**src/rtl/seg7_scan_ctrl_if.sv**
```systemverilog
// seg7_scan_ctrl_if: control/value inputs and segment/anode outputs of the 7-segment scan driver
interface seg7_scan_ctrl_if #(parameter int NUM_DIGITS = 4);
  logic                    i_enable;
  logic                    i_load;
  logic [4*NUM_DIGITS-1:0] i_value;
  logic [NUM_DIGITS-1:0]   i_dp;
  logic [6:0]              o_seg;
  logic                    o_dp;
  logic [NUM_DIGITS-1:0]   o_anode;
  logic                    o_frame;
  modport master (output i_enable, i_load, i_value, i_dp, input o_seg, o_dp, o_anode, o_frame);
  modport slave (input i_enable, i_load, i_value, i_dp, output o_seg, o_dp, o_anode, o_frame);
endinterface

```
**src/rtl/seg7_scan_ctrl.sv**
```systemverilog
// seg7_scan_ctrl: blanked, time-multiplexed common-anode hex display scanner.
// Optional SEG7_LEADING_ZERO_BLANK_EN suppresses leading zeros on digits above 0.
module seg7_scan_ctrl #(
  parameter int NUM_DIGITS   = 4,
  parameter int DWELL_CYCLES = 50000,
  parameter int BLANK_CYCLES = 500
) (
  input logic          i_clk,
  input logic          i_rst,
  seg7_scan_ctrl_if.slave bus
);
  typedef enum logic {BLANK, DRIVE} state_t;
  localparam int CMAX = DWELL_CYCLES > BLANK_CYCLES ? DWELL_CYCLES : BLANK_CYCLES;
  localparam int CW = $clog2(CMAX);
  localparam int IW = $clog2(NUM_DIGITS);
  localparam logic [CW-1:0] BLAST = CW'(BLANK_CYCLES - 1);
  localparam logic [CW-1:0] DLAST = CW'(DWELL_CYCLES - 1);
  localparam logic [IW-1:0] ILAST = IW'(NUM_DIGITS - 1);
  localparam logic [111:0] SEG_LUT = {
    7'b0001110, 7'b0000110, 7'b0100001, 7'b1000110,
    7'b0000011, 7'b0001000, 7'b0010000, 7'b0000000,
    7'b1111000, 7'b0000010, 7'b0010010, 7'b0011001,
    7'b0110000, 7'b0100100, 7'b1111001, 7'b1000000};
  state_t                  state_q, state_d;
  logic [IW-1:0]           idx_q, idx_d;
  logic [CW-1:0]           cnt_q, cnt_d;
  logic                    en_q, en_d;
  logic [4*NUM_DIGITS-1:0] shadow_q, shadow_d, disp_q, disp_d;
  logic [NUM_DIGITS-1:0]   anode_q, anode_d;
  logic [6:0]              seg_q, seg_d;
  logic                    dp_q, dp_d, frame_q, frame_d;
  logic                    en, last, wrap, drv, lz;
  logic [3:0]              nib;
  always_comb begin
    en       = bus.i_enable;
    en_d     = en;
    last     = cnt_q == (state_q == DRIVE ? DLAST : BLAST);
    wrap     = state_q == DRIVE && last && idx_q == ILAST;
    state_d  = !en ? BLANK : last ? (state_q == BLANK ? DRIVE : BLANK) : state_q;
    cnt_d    = (!en || last) ? '0 : cnt_q + 1'b1;
    idx_d    = !en ? '0 : (state_q == DRIVE && last) ? (idx_q == ILAST ? '0 : idx_q + 1'b1) : idx_q;
    shadow_d = bus.i_load ? bus.i_value : shadow_q;
    // the display only refreshes at a frame start, so a frame is never torn
    disp_d   = (en && (!en_q || wrap)) ? shadow_q : disp_q;
    nib      = disp_q[4*idx_q +: 4];
`ifdef SEG7_LEADING_ZERO_BLANK_EN
    lz       = idx_q != '0 && (disp_q >> (4*idx_q)) == '0;
`else
    lz       = 1'b0;
`endif
    drv      = en && state_q == DRIVE;
    anode_d  = drv ? ~(NUM_DIGITS'(1) << idx_q) : '1;
    seg_d    = (drv && !lz) ? SEG_LUT[7*nib +: 7] : 7'h7F;
    dp_d     = drv ? ~bus.i_dp[idx_q] : 1'b1;
    frame_d  = drv && wrap;
  end
  always_ff @(posedge i_clk or posedge i_rst)
    if (i_rst) begin
      state_q  <= BLANK;
      idx_q    <= '0;
      cnt_q    <= '0;
      en_q     <= 1'b0;
      shadow_q <= '0;
      disp_q   <= '0;
      anode_q  <= '1;
      seg_q    <= 7'h7F;
      dp_q     <= 1'b1;
      frame_q  <= 1'b0;
    end else begin
      state_q  <= state_d;
      idx_q    <= idx_d;
      cnt_q    <= cnt_d;
      en_q     <= en_d;
      shadow_q <= shadow_d;
      disp_q   <= disp_d;
      anode_q  <= anode_d;
      seg_q    <= seg_d;
      dp_q     <= dp_d;
      frame_q  <= frame_d;
    end
  assign bus.o_anode = anode_q;
  assign bus.o_seg   = seg_q;
  assign bus.o_dp    = dp_q;
  assign bus.o_frame = frame_q;
endmodule

```
**src/flat_wrapper.sv**
```systemverilog
// flat-port wrapper written by rule: the top's interface ports become plain ports
module seg7_scan_ctrl_flat 
#(
  parameter int NUM_DIGITS   = 4,
  parameter int DWELL_CYCLES = 50000,
  parameter int BLANK_CYCLES = 500
)
  (i_clk, i_rst, bus_i_enable, bus_i_load, bus_i_value, bus_i_dp, bus_o_seg, bus_o_dp, bus_o_anode, bus_o_frame);
  seg7_scan_ctrl_if #(.NUM_DIGITS(NUM_DIGITS)) bus_i ();
  input logic i_clk;
  input logic i_rst;
  input wire logic [$bits(bus_i.i_enable)-1:0] bus_i_enable;
  input wire logic [$bits(bus_i.i_load)-1:0] bus_i_load;
  input wire logic [$bits(bus_i.i_value)-1:0] bus_i_value;
  input wire logic [$bits(bus_i.i_dp)-1:0] bus_i_dp;
  output wire logic [$bits(bus_i.o_seg)-1:0] bus_o_seg;
  output wire logic [$bits(bus_i.o_dp)-1:0] bus_o_dp;
  output wire logic [$bits(bus_i.o_anode)-1:0] bus_o_anode;
  output wire logic [$bits(bus_i.o_frame)-1:0] bus_o_frame;
  assign bus_i.i_enable = bus_i_enable;
  assign bus_i.i_load = bus_i_load;
  assign bus_i.i_value = bus_i_value;
  assign bus_i.i_dp = bus_i_dp;
  assign bus_o_seg = bus_i.o_seg;
  assign bus_o_dp = bus_i.o_dp;
  assign bus_o_anode = bus_i.o_anode;
  assign bus_o_frame = bus_i.o_frame;
  seg7_scan_ctrl #(.NUM_DIGITS(NUM_DIGITS), .DWELL_CYCLES(DWELL_CYCLES), .BLANK_CYCLES(BLANK_CYCLES)) u_core (.i_clk(i_clk), .i_rst(i_rst), .bus(bus_i));
endmodule
```
**config.mk**
```make
export PLATFORM = sky130hd
export DESIGN_NAME = seg7_scan_ctrl_flat
export DESIGN_NICKNAME = d
export VERILOG_FILES = /design/src/rtl/seg7_scan_ctrl_if.sv /design/src/rtl/seg7_scan_ctrl.sv /design/src/flat_wrapper.sv
export SDC_FILE = /design/constraint.sdc
export NUM_CORES = 1
export LEC_CHECK = 0
export ABC_AREA = 1
export CAP_MARGIN = 10
export CORE_MARGIN = 4
export CORE_UTILIZATION = 57
export CTS_BUF_LIST = sky130_fd_sc_hd__clkbuf_16
export DETAILED_ROUTE_END_ITERATION = 6
export PLACE_DENSITY = 0.8
export SKIP_CTS_REPAIR_TIMING = 1
export SYNTH_ARGS = -nofsm -noshare
export SYNTH_HDL_FRONTEND = slang
export SYNTH_SLANG_ARGS = --single-unit
```
**constraint.sdc**
```tcl
create_clock -name i_clk -period 3.1 [get_ports i_clk]
set_clock_uncertainty 0.05 [all_clocks]
set_input_delay 0.62 -clock i_clk [delete_from_list [all_inputs] [get_ports i_clk]]
set_output_delay 0.62 -clock i_clk [all_outputs]
set_load 0.01 [all_outputs]
```
# Word-level counts from Yosys, hierarchy flattened
# Index checks and enable logic that the tools add are counted.
[word_totals] wordCells=45 regBits=65 inputBits=24 out_inout_bits=13
[classes] n_reduce_logical=9 addsub=2 n_shift=3 bitwise_logic=2 n_mul=1 eq_ne=4 mux=13 n_lt_le_gt_ge=1
[op_table] op="112-bit by 8-bit indexed part select with 7-bit output (first input constant)" count=1
[op_table] op="16-bit 2-to-1 mux" count=2
[op_table] op="16-bit by 1-bit adder with 16-bit output (second input constant)" count=1
[op_table] op="16-bit equality test" count=1
[op_table] op="16-bit by 5-bit indexed part select with 4-bit output" count=1
[op_table] op="3-bit by 4-bit multiplier with 7-bit output (first input constant)" count=1
[op_table] op="7-bit 2-to-1 mux" count=1
[op_table] op="2-bit 2-to-1 mux" count=3
[op_table] op="1-bit logical AND" count=5
[op_table] op="1-bit 2-to-1 mux" count=5
[op_table] op="4-bit 2-to-1 mux" count=1
[op_table] op="2-bit by 1-bit != test with 1-bit output (second input constant)" count=2
[op_table] op="4-bit NOT" count=1
[op_table] op="1-bit by 2-bit left shift with 4-bit output (first input constant)" count=1
[op_table] op="2-bit by 3-bit < comparator with 1-bit output (second input constant)" count=1
[op_table] op="2-bit by 1-bit adder with 2-bit output (second input constant)" count=1
[op_table] op="1-bit binary-select mux with 2-bit select" count=1
[op_table] op="2-bit equality test (second input constant)" count=1
[op_table] op="1-bit logical NOT" count=2
[op_table] op="1-bit logical OR" count=2
[op_table] op="1-bit NOT" count=1

# Longest topological paths before layout
# Gate-level depths: netlist of run 1.
[depth] depth_word=6 depth_mapped=11

# Worst setup path after synthesis of run 1
# OpenSTA, ideal clock, no wires.
[synth_path] path_kind="input to register" start="input port bus_i_enable" end="register u_core.disp_q[0]" setup_time_ns=0.117 path_stages=7 required_ns=2.933 setup_slack_ns=1.453 arrival_time_ns=1.481 cell_sequence="buf_4 nand2_1 nor2_2 nand4_4 buf_2 nand3_1 nand2_1"
[synth_via] elab_chain_len=1
[synth_rtl] element="from (decl)" line="flat_wrapper.sv:12" source="input wire logic [$bits(bus_i.i_enable)-1:0] bus_i_enable;"
[synth_rtl] element="1-bit logical AND" line="seg7_scan_ctrl.sv:44" source="disp_d = (en && (!en_q || wrap)) ? shadow_q : disp_q;"
[synth_rtl] element="to (signal assigned)" line="seg7_scan_ctrl.sv:75" source="disp_q <= disp_d;"
[synth_rtl] element="to (decl)" line="seg7_scan_ctrl.sv:28" source="logic [4*NUM_DIGITS-1:0] shadow_q, shadow_d, disp_q, disp_d;"
# Every way passes these cells.
# A chain may end at the register's enable or synchronous reset.

# Worst setup path in the final report of run 1
[layout_path] start="input port bus_i_enable" end="register u_core.disp_q[4]"
# The elaborated chain is that of the path after synthesis.

==> summary.txt, run 1 <==
Global route
  – Largest net degree at the start of global routing: 38
  – Remaining Overflow, GRT: 0
  – Initial antenna violation count: 0
  – Vias in the first global route: 2437
  – First-pass GRT wire length: 10.9 mm
  – Total track usage: 0.198

Drt
  – Drt first-iter violations: 168
  – First-pass DRT Iterations: 4
  – Vias per cell: 5.15
  – Via count: 2464
  – DRC viols: 0
  – Antenna Nets Post-Route: 0
  – Total wire length: 6.34 mm
  – DR WL/cell: 13.3 microns

Setup path
  – Req. time, crit path: 3310 ps
  – WS Path Type: in2reg
  – Crit-path cells: clkdlybuf4s50_1 -> nand2_1 -> nor2_2 -> nand4_4 -> nand2_4 -> nand2_1 -> nand2_1
  – Critical Path Slowest Stage Cell: clkdlybuf4s50_1
  – Worst Path Arrival: 2430 ps
  – Crit path largest cell delay: 700 ps
  – Critical path peak fanout: 18
  – CP Capture Type: flop
  – CP most frequent cell: nand2_1
  – Type of origin of the critical path: primary input

Logic synthesis
  – Flops & latches, synth: 65
  – Synth async-reset ratio: 1.00
  – Cells after Synth: 362
  – Commonest cells post-synth: nand2_1, dfrtp_1, nand3_1, nor2_1, inv_1
  – Most common cell in the netlist: nand2_1
  – Main area contributors after synthesis: dfrtp_1, nand2_1, dfstp_2
  – Yosys top cell area share: 0.411
  – Avg Cell Area, Syn: 8.90 sq um
  – EDFF count, synth: 0
  – Synth area leader: dfrtp_1
  – Ys flop type: dfrtp_1
  – Post-synthesis cell type count: 27
  – Sequential area share after synthesis: 0.509
  – Synth warnings: 0
  – Post-synth net total: 397
  – Post-Syn Area: 3220 sq um

CTS
  – Clock transition at path regs: 50 ps
  – Total clock sinks: 65
  – Number of CTS-inserted buffers: 9
  – Maximum clock insertion buffer count: 2
  – Root Driver: clkbuf_16
  – Worst-Skew Late Latency: 330 ps
  – CTS H-tree lvls: 3
  – CTS tree: done

Floorplanning
  – Starting Density: 0.585
  – Die area: 6920 sq um
  – Die Wd: 83.2 microns
  – Die Y: 83.2 microns
  – Row cnt: 27
  – IO Count: 37
  – Core ar.: 5510 sq um

STA
  – Hold Fails Final Rpt: 0
  – Measured slew at the worst slew-check pin: 691 ps
  – Period utilization: 0.716
  – Setup TNS: 0 ps
  – RSZ-0062 raised after global routing: false
  – Worst slew margin: 0.538
  – Final WS setup: 882 ps
  – Post-layout minimum cycle time: 2220 ps
  – Fmax: 451 MHz
  – Slew Viols, Final: 0
  – Final setup violation count: 0

Placed design
  – Port Buf Inserts: 36
  – HPWL Detailed: 4.30 mm
  – DP Worst Slack: 619 ps
  – Placed cell area: 3630 sq um
  – GP Congestion: 0.850

Pwr
  – Peak supply drop: 0.000404 V
  – Leak pwr: 1.79 nW
  – PD cells: 581 nW/um^2

Layout
  – Final Net Count: 436
  – Inserted Diodes: 0
  – Post-layout instance area: 3980 sq um
  – Layout cells sized above 1: 0.158
  – Area Growth Syn to Fin: 23.4%

Worst hold path
  – Hold WC Path Type: reg2reg

Run status
  – Outcome: complete, no violations

Flow run
  – Max Cap Violations: 0
==> metrics by stage <==
step           utilization  hold slack (ps)  std cells  power, W
2_1_floorplan            -              388        362   0.00110
3_3_place_gp         0.660              404        462   0.00116
3_5_place_dp         0.660              404        462   0.00117
4_1_cts              0.722              418        478   0.00232
5_1_grt              0.722              433        478   0.00240
6_report             0.722              419        478   0.00231
==> cell families after synthesis <==
logic type	share of synthesized area
buffers and inverters	0.0563
DFF	0.509
muxes	0.0559
adders and majority gates	0.0427
and+or+nand+nor	0.288
AOI/OAI and AO/OA	0.0206
xor gates and xnor gates	0.0272
==> cell type report <==
cell class                      count  area [sq um]
Clock inverter                      7           119
Timing Repair Buffer               38           388
Clock buffer                        9           225
Inverter                           30           113
Tap cell                           72          90.1
Multi-Input combinational cell    257          1400
Sequential cell                    65          1640
Fill cell                         413          1530
==> cells in the final DEF (no fill, tap or decap), types with 3 or more instances in the layout <==
cell	count
xnor2_1	3
nor2_1	37
inv_1	23
clkdlybuf4s50_1	36
dfstp_2	12
mux2_2	16
nand2_2	6
clkbuf_16	9
ha_1	11
inv_2	5
nand3_1	46
o21ai_0	8
nand2_1	103
dfrtp_1	53
bufinv_16	3
nand2_4	3
xor2_1	7
nand4_1	5
nor3_1	4
==> critical path, delay by kind of cell <==
kind	cells	cell delay, ps
buffers and inverters	1	700
AND/OR/NAND/NOR	6	1110
==> per-layer routing <==
| metal | wire, microns | GRT usage | part of all wire | vias to the layer above |
|---|---|---|---|---|
| li1 | - | - | - | 1231 |
| met4 | 201 | 0.120 | 0.032 | 0 |
| met3 | 296 | 0.0456 | 0.047 | 21 |
| met1 | 2680 | 0.228 | 0.42 | 1142 |
| met2 | 3160 | 0.335 | 0.50 | 70 |
| met5 | 0 | 0 | 0 | - |
==> path summary, 6_finish.rpt <==
path / startpoint / end / slack, ps / depth (start not counted)
max in group asynchronous: i_rst / u_core.bus.o_seg[0]$_DFF_PP1_ / 1690 / 3
min in group asynchronous: i_rst / u_core.cnt_q[3]$_DFF_PP0_ / 640 / 2
setup / recovery: bus_i_enable / u_core.disp_q[4]$_DFFE_PP0P_ / 880 / 7
hold reg to reg: u_core.shadow_q[13]$_DFFE_PP0P_ / u_core.disp_q[13]$_DFFE_PP0P_ / 420 / 2
hold / removal: u_core.shadow_q[13]$_DFFE_PP0P_ / u_core.disp_q[13]$_DFFE_PP0P_ / 420 / 2
setup reg to reg: u_core.idx_q[0]$_DFFE_PP0P_ / u_core.bus.o_seg[6]$_DFF_PP1_ / 1170 / 11
==> report_power, final <==
group / leakage, nW / internal [W] / switching (W)
sequential: 0.800 / 0.000907 / 0.0000327
combinational: 0.832 / 0.0000970 / 0.000126
clock: 0.162 / 0.000784 / 0.000363
total: 1.79 / 0.00179 / 0.000522
==> registers in the layout, summed over array words and instances (netlist names) <==
signal              flops
u_core.cnt_q           16
u_core.disp_q          16
u_core.shadow_q        16
u_core.bus.o_seg        7
u_core.bus.o_anode      4
u_core.idx_q            2
u_core.bus.o_dp         1
u_core.bus.o_frame      1
u_core.en_q             1
u_core.state_q          1
Note: power is estimated with default switching activity, not from simulation.
==> inputs of run 2 (changes only) <==
--- a/config.mk
+++ b/config.mk
@@ -8,10 +8,10 @@
 export ABC_AREA = 1
 export CAP_MARGIN = 10
 export CORE_MARGIN = 4
-export CORE_UTILIZATION = 57
+export CORE_UTILIZATION = 56
 export CTS_BUF_LIST = sky130_fd_sc_hd__clkbuf_16
 export DETAILED_ROUTE_END_ITERATION = 6
-export PLACE_DENSITY = 0.8
+export PLACE_DENSITY = 0.79
 export SKIP_CTS_REPAIR_TIMING = 1
 export SYNTH_ARGS = -nofsm -noshare
 export SYNTH_HDL_FRONTEND = slang
==> constraint.sdc (replaced) <==
create_clock -name i_clk -period 2.3 [get_ports i_clk]
set_clock_uncertainty 0.05 [all_clocks]
set_input_delay 0.46 -clock i_clk [delete_from_list [all_inputs] [get_ports i_clk]]
set_output_delay 0.46 -clock i_clk [all_outputs]
set_load 0.01 [all_outputs]
==> run 2 against run 1 <==
Effect of this change:
- worst hold slack got worse by 30 ps
- combinational power rose by 32%
- utilization fell by 1.1 points
- die area rose by 1.6%
- sequential cell count did not move
- global-route usage fell by 1.4 points
- clock power rose by 6%
- non-clock buffer count rose by 5
- critical endpoint is now u_core.bus.o_seg[0]$_DFF_PP1_
- highest routed layer unchanged
==> summary.txt, run 2 (same netlist as run 1, synthesis figures left out) <==
CTS
  – Clock transition at path regs: 50 ps (about the same)
  – CTS H-tree lvls: 3 (unchanged)
  – Number of CTS-inserted buffers: 9 (unchanged)
  – Root Driver: clkbuf_16 (unchanged)
  – Worst-Skew Late Latency: 330 ps (about the same)
  – Total clock sinks: 65 (unchanged)
  – CTS tree: done (unchanged)
  – Maximum clock insertion buffer count: 2 (unchanged)

Placed design
  – HPWL Detailed: 4.47 mm (was 4.30 mm)
  – Port Buf Inserts: 36 (unchanged)
  – GP Congestion: 0.901 (was 0.850)

Setup path
  – Reg2Reg Setup Slack: 330 ps (was 1170 ps)
  – WS Path Type: reg2reg (was in2reg)
  – Type of origin of the critical path: flop (was primary input)
  – Crit path largest cell delay: 450 ps (was 700 ps)
  – Crit-path leading delay family: simple AND/OR/NAND/NOR gates (unchanged)
  – Critical path peak fanout: 9 (was 18)
  – CP most frequent cell: nand2_1 (unchanged)
  – Worst Path Arrival: 2160 ps (was 2430 ps)
  – CP Capture Type: flop (unchanged)
  – Critical Path Slowest Stage Cell: dfrtp_1 (was clkdlybuf4s50_1)
  – Sum of buffers and inverters on the critical path: 3 (was 1)
  – Crit-path cells: buf_4 -> nand2_1 -> nand3_1 -> nand2_1 -> inv_1 -> ha_1 -> inv_1 -> nor2_1 -> a21oi_1 -> nand2_1 (was clkdlybuf4s50_1 -> nand2_1 -> nor2_2 -> nand4_4 -> nand2_4 -> nand2_1 -> nand2_1)
  – Req. time, crit path: 2490 ps (was 3310 ps)

Layout
  – Final Net Count: 441 (was 436)
  – Most common cell after layout, fill and taps aside: nand2_1 (unchanged)
  – Filler cells: 422 (was 413)
  – Commonest cells after routing, fill and taps aside: nand2_1, dfrtp_1, nand3_1 (unchanged)
  – Inserted Diodes: 0 (unchanged)
  – Largest regs: u_core.cnt_q: 16 flops, u_core.disp_q: 16 flops, u_core.shadow_q: 16 flops (unchanged)
  – Area occupied by multi-input gates: 1400 sq um (unchanged)
  – Area Growth Syn to Fin: 22.3% (was 23.4%)
  – Storage element area: 1640 sq um (unchanged)
  – Layout cells sized above 1: 0.168 (was 0.158)

Floorplanning
  – Die Y: 83.9 microns (was 83.2 microns)
  – IO Count: 37 (unchanged)
  – Die Wd: 83.9 microns (was 83.2 microns)
  – Core ar.: 5540 sq um (was 5510 sq um)
  – Die area: 7030 sq um (was 6920 sq um)
  – Row cnt: 27 (unchanged)
  – Starting Density: 0.582 (was 0.585)

Drt
  – Total wire length: 6.07 mm (was 6.34 mm)
  – First-pass DRT Iterations: 4 (unchanged)
  – DRC viols: 0 (unchanged)
  – Vias per cell: 5.10 (was 5.15)
  – DR WL/cell: 12.6 microns (was 13.3 microns)
  – Via count: 2461 (was 2464)
  – Drt first-iter violations: 144 (was 168)
  – Antenna Nets Post-Route: 0 (unchanged)

STA
  – RSZ-0062 raised after global routing: false (unchanged)
  – Slew Viols, Final: 0 (unchanged)
  – Measured slew at the worst slew-check pin: 444 ps (was 691 ps)
  – Setup TNS: 0 ps (unchanged)
  – Period utilization: 0.856
  – Post-layout minimum cycle time: 1970 ps
  – Final hold slack: 389 ps (was 419 ps)
  – Final setup violation count: 0 (unchanged)
  – Hold Fails Final Rpt: 0 (unchanged)
  – Fmax: 508 MHz
  – Worst slew margin: 0.702 (was 0.538)

Flow run
  – Max Cap Violations: 0 (unchanged)

Worst hold path
  – Hold WC Path Type: in2async (was reg2reg)

Pwr
  – Leak pwr: 1.78 nW (was 1.79 nW)
  – PD cells: 707 nW/um^2 (was 581 nW/um^2)
  – Peak supply drop: 0.000463 V (was 0.000404 V)

Global route
  – Largest net degree at the start of global routing: 34 (was 38)
  – Total track usage: 0.184 (was 0.198)
  – First-pass GRT wire length: 10.3 mm (was 10.9 mm)
  – Remaining Overflow, GRT: 0 (unchanged)
  – Initial antenna violation count: 0 (unchanged)
  – Vias in the first global route: 2393 (was 2437)

Run status
  – Outcome: complete, no violations (unchanged)
[run 2: path summary, 6_finish.rpt]
path,startpoint,endpoint,depth (start not counted)
min in group i_clk,u_core.shadow_q[4]$_DFFE_PP0P_,u_core.disp_q[4]$_DFFE_PP0P_,2
hold reg to reg,u_core.shadow_q[4]$_DFFE_PP0P_,u_core.disp_q[4]$_DFFE_PP0P_,2
setup / recovery,u_core.idx_q[0]$_DFFE_PP0P_,u_core.bus.o_seg[0]$_DFF_PP1_,10
setup reg to reg,u_core.idx_q[0]$_DFFE_PP0P_,u_core.bus.o_seg[0]$_DFF_PP1_,10
max in group asynchronous,i_rst,u_core.bus.o_seg[2]$_DFF_PP1_,3
hold / removal,i_rst,u_core.disp_q[11]$_DFFE_PP0P_,2
[run 2: stage by stage]
| step | setup WS [ps] | std cells | total power [W] | instance area (sq um) | util |
|---|---|---|---|---|---|
| 6_report | 331 | 483 | 0.00279 | 3940 | 0.711 |
| 3_5_place_dp | 260 | 467 | 0.00158 | 3670 | 0.662 |
| 3_3_place_gp | 332 | 467 | 0.00157 | 3670 | 0.662 |
| 2_1_floorplan | 183 | 362 | 0.00148 | 3220 | - |
| 4_1_cts | 331 | 483 | 0.00281 | 3940 | 0.711 |
| 5_1_grt | 205 | 483 | 0.00292 | 3940 | 0.711 |
[run 2: routing by layer]
layer  share of wire  track usage
met1            0.44        0.216
met2            0.50        0.314
met3           0.041       0.0533
met4           0.019       0.0775
met5               0            0
[run 2: power by group]
part	leakage (nW)	internal, W	total (W)	switching [W]
registers	0.800	0.00122	0.00127	0.0000459
clock network	0.128	0.000725	0.00122	0.000499
logic	0.855	0.000134	0.000295	0.000161
total	1.78	0.00208	0.00279	0.000706
[run 2: layout make-up]
class	instances	share of cell area
Inverter	30	0.0286
Sequential cell	65	0.417
Tap cell	72	0.0229
Timing Repair Buffer	43	0.108
Clock buffer	9	0.0571
Multi-Input combinational cell	257	0.355
Clock inverter	7	0.0117
[run 2: worst register-to-register path, stage by stage (launching register included)]
cell	delay, ps
dfrtp_1	450
buf_4	200
nand2_1	70
nand3_1	80
nand2_1	210
inv_1	120
ha_1	220
inv_1	90
nor2_1	60
a21oi_1	260
nand2_1	100
==> inputs of run 3 (changes only) <==
--- a/config.mk
+++ b/config.mk
@@ -6,13 +6,13 @@
 export NUM_CORES = 1
 export LEC_CHECK = 0
 export ABC_AREA = 1
-export CAP_MARGIN = 10
+export ABC_CLOCK_PERIOD_IN_PS = 2300
+export CAP_MARGIN = 20
 export CORE_MARGIN = 4
 export CORE_UTILIZATION = 56
 export CTS_BUF_LIST = sky130_fd_sc_hd__clkbuf_16
 export DETAILED_ROUTE_END_ITERATION = 6
 export PLACE_DENSITY = 0.79
-export SKIP_CTS_REPAIR_TIMING = 1
 export SYNTH_ARGS = -nofsm -noshare
 export SYNTH_HDL_FRONTEND = slang
 export SYNTH_SLANG_ARGS = --single-unit
==> results of run 3 <==
Final layout, timing and power as in run 2 (identical DEF).
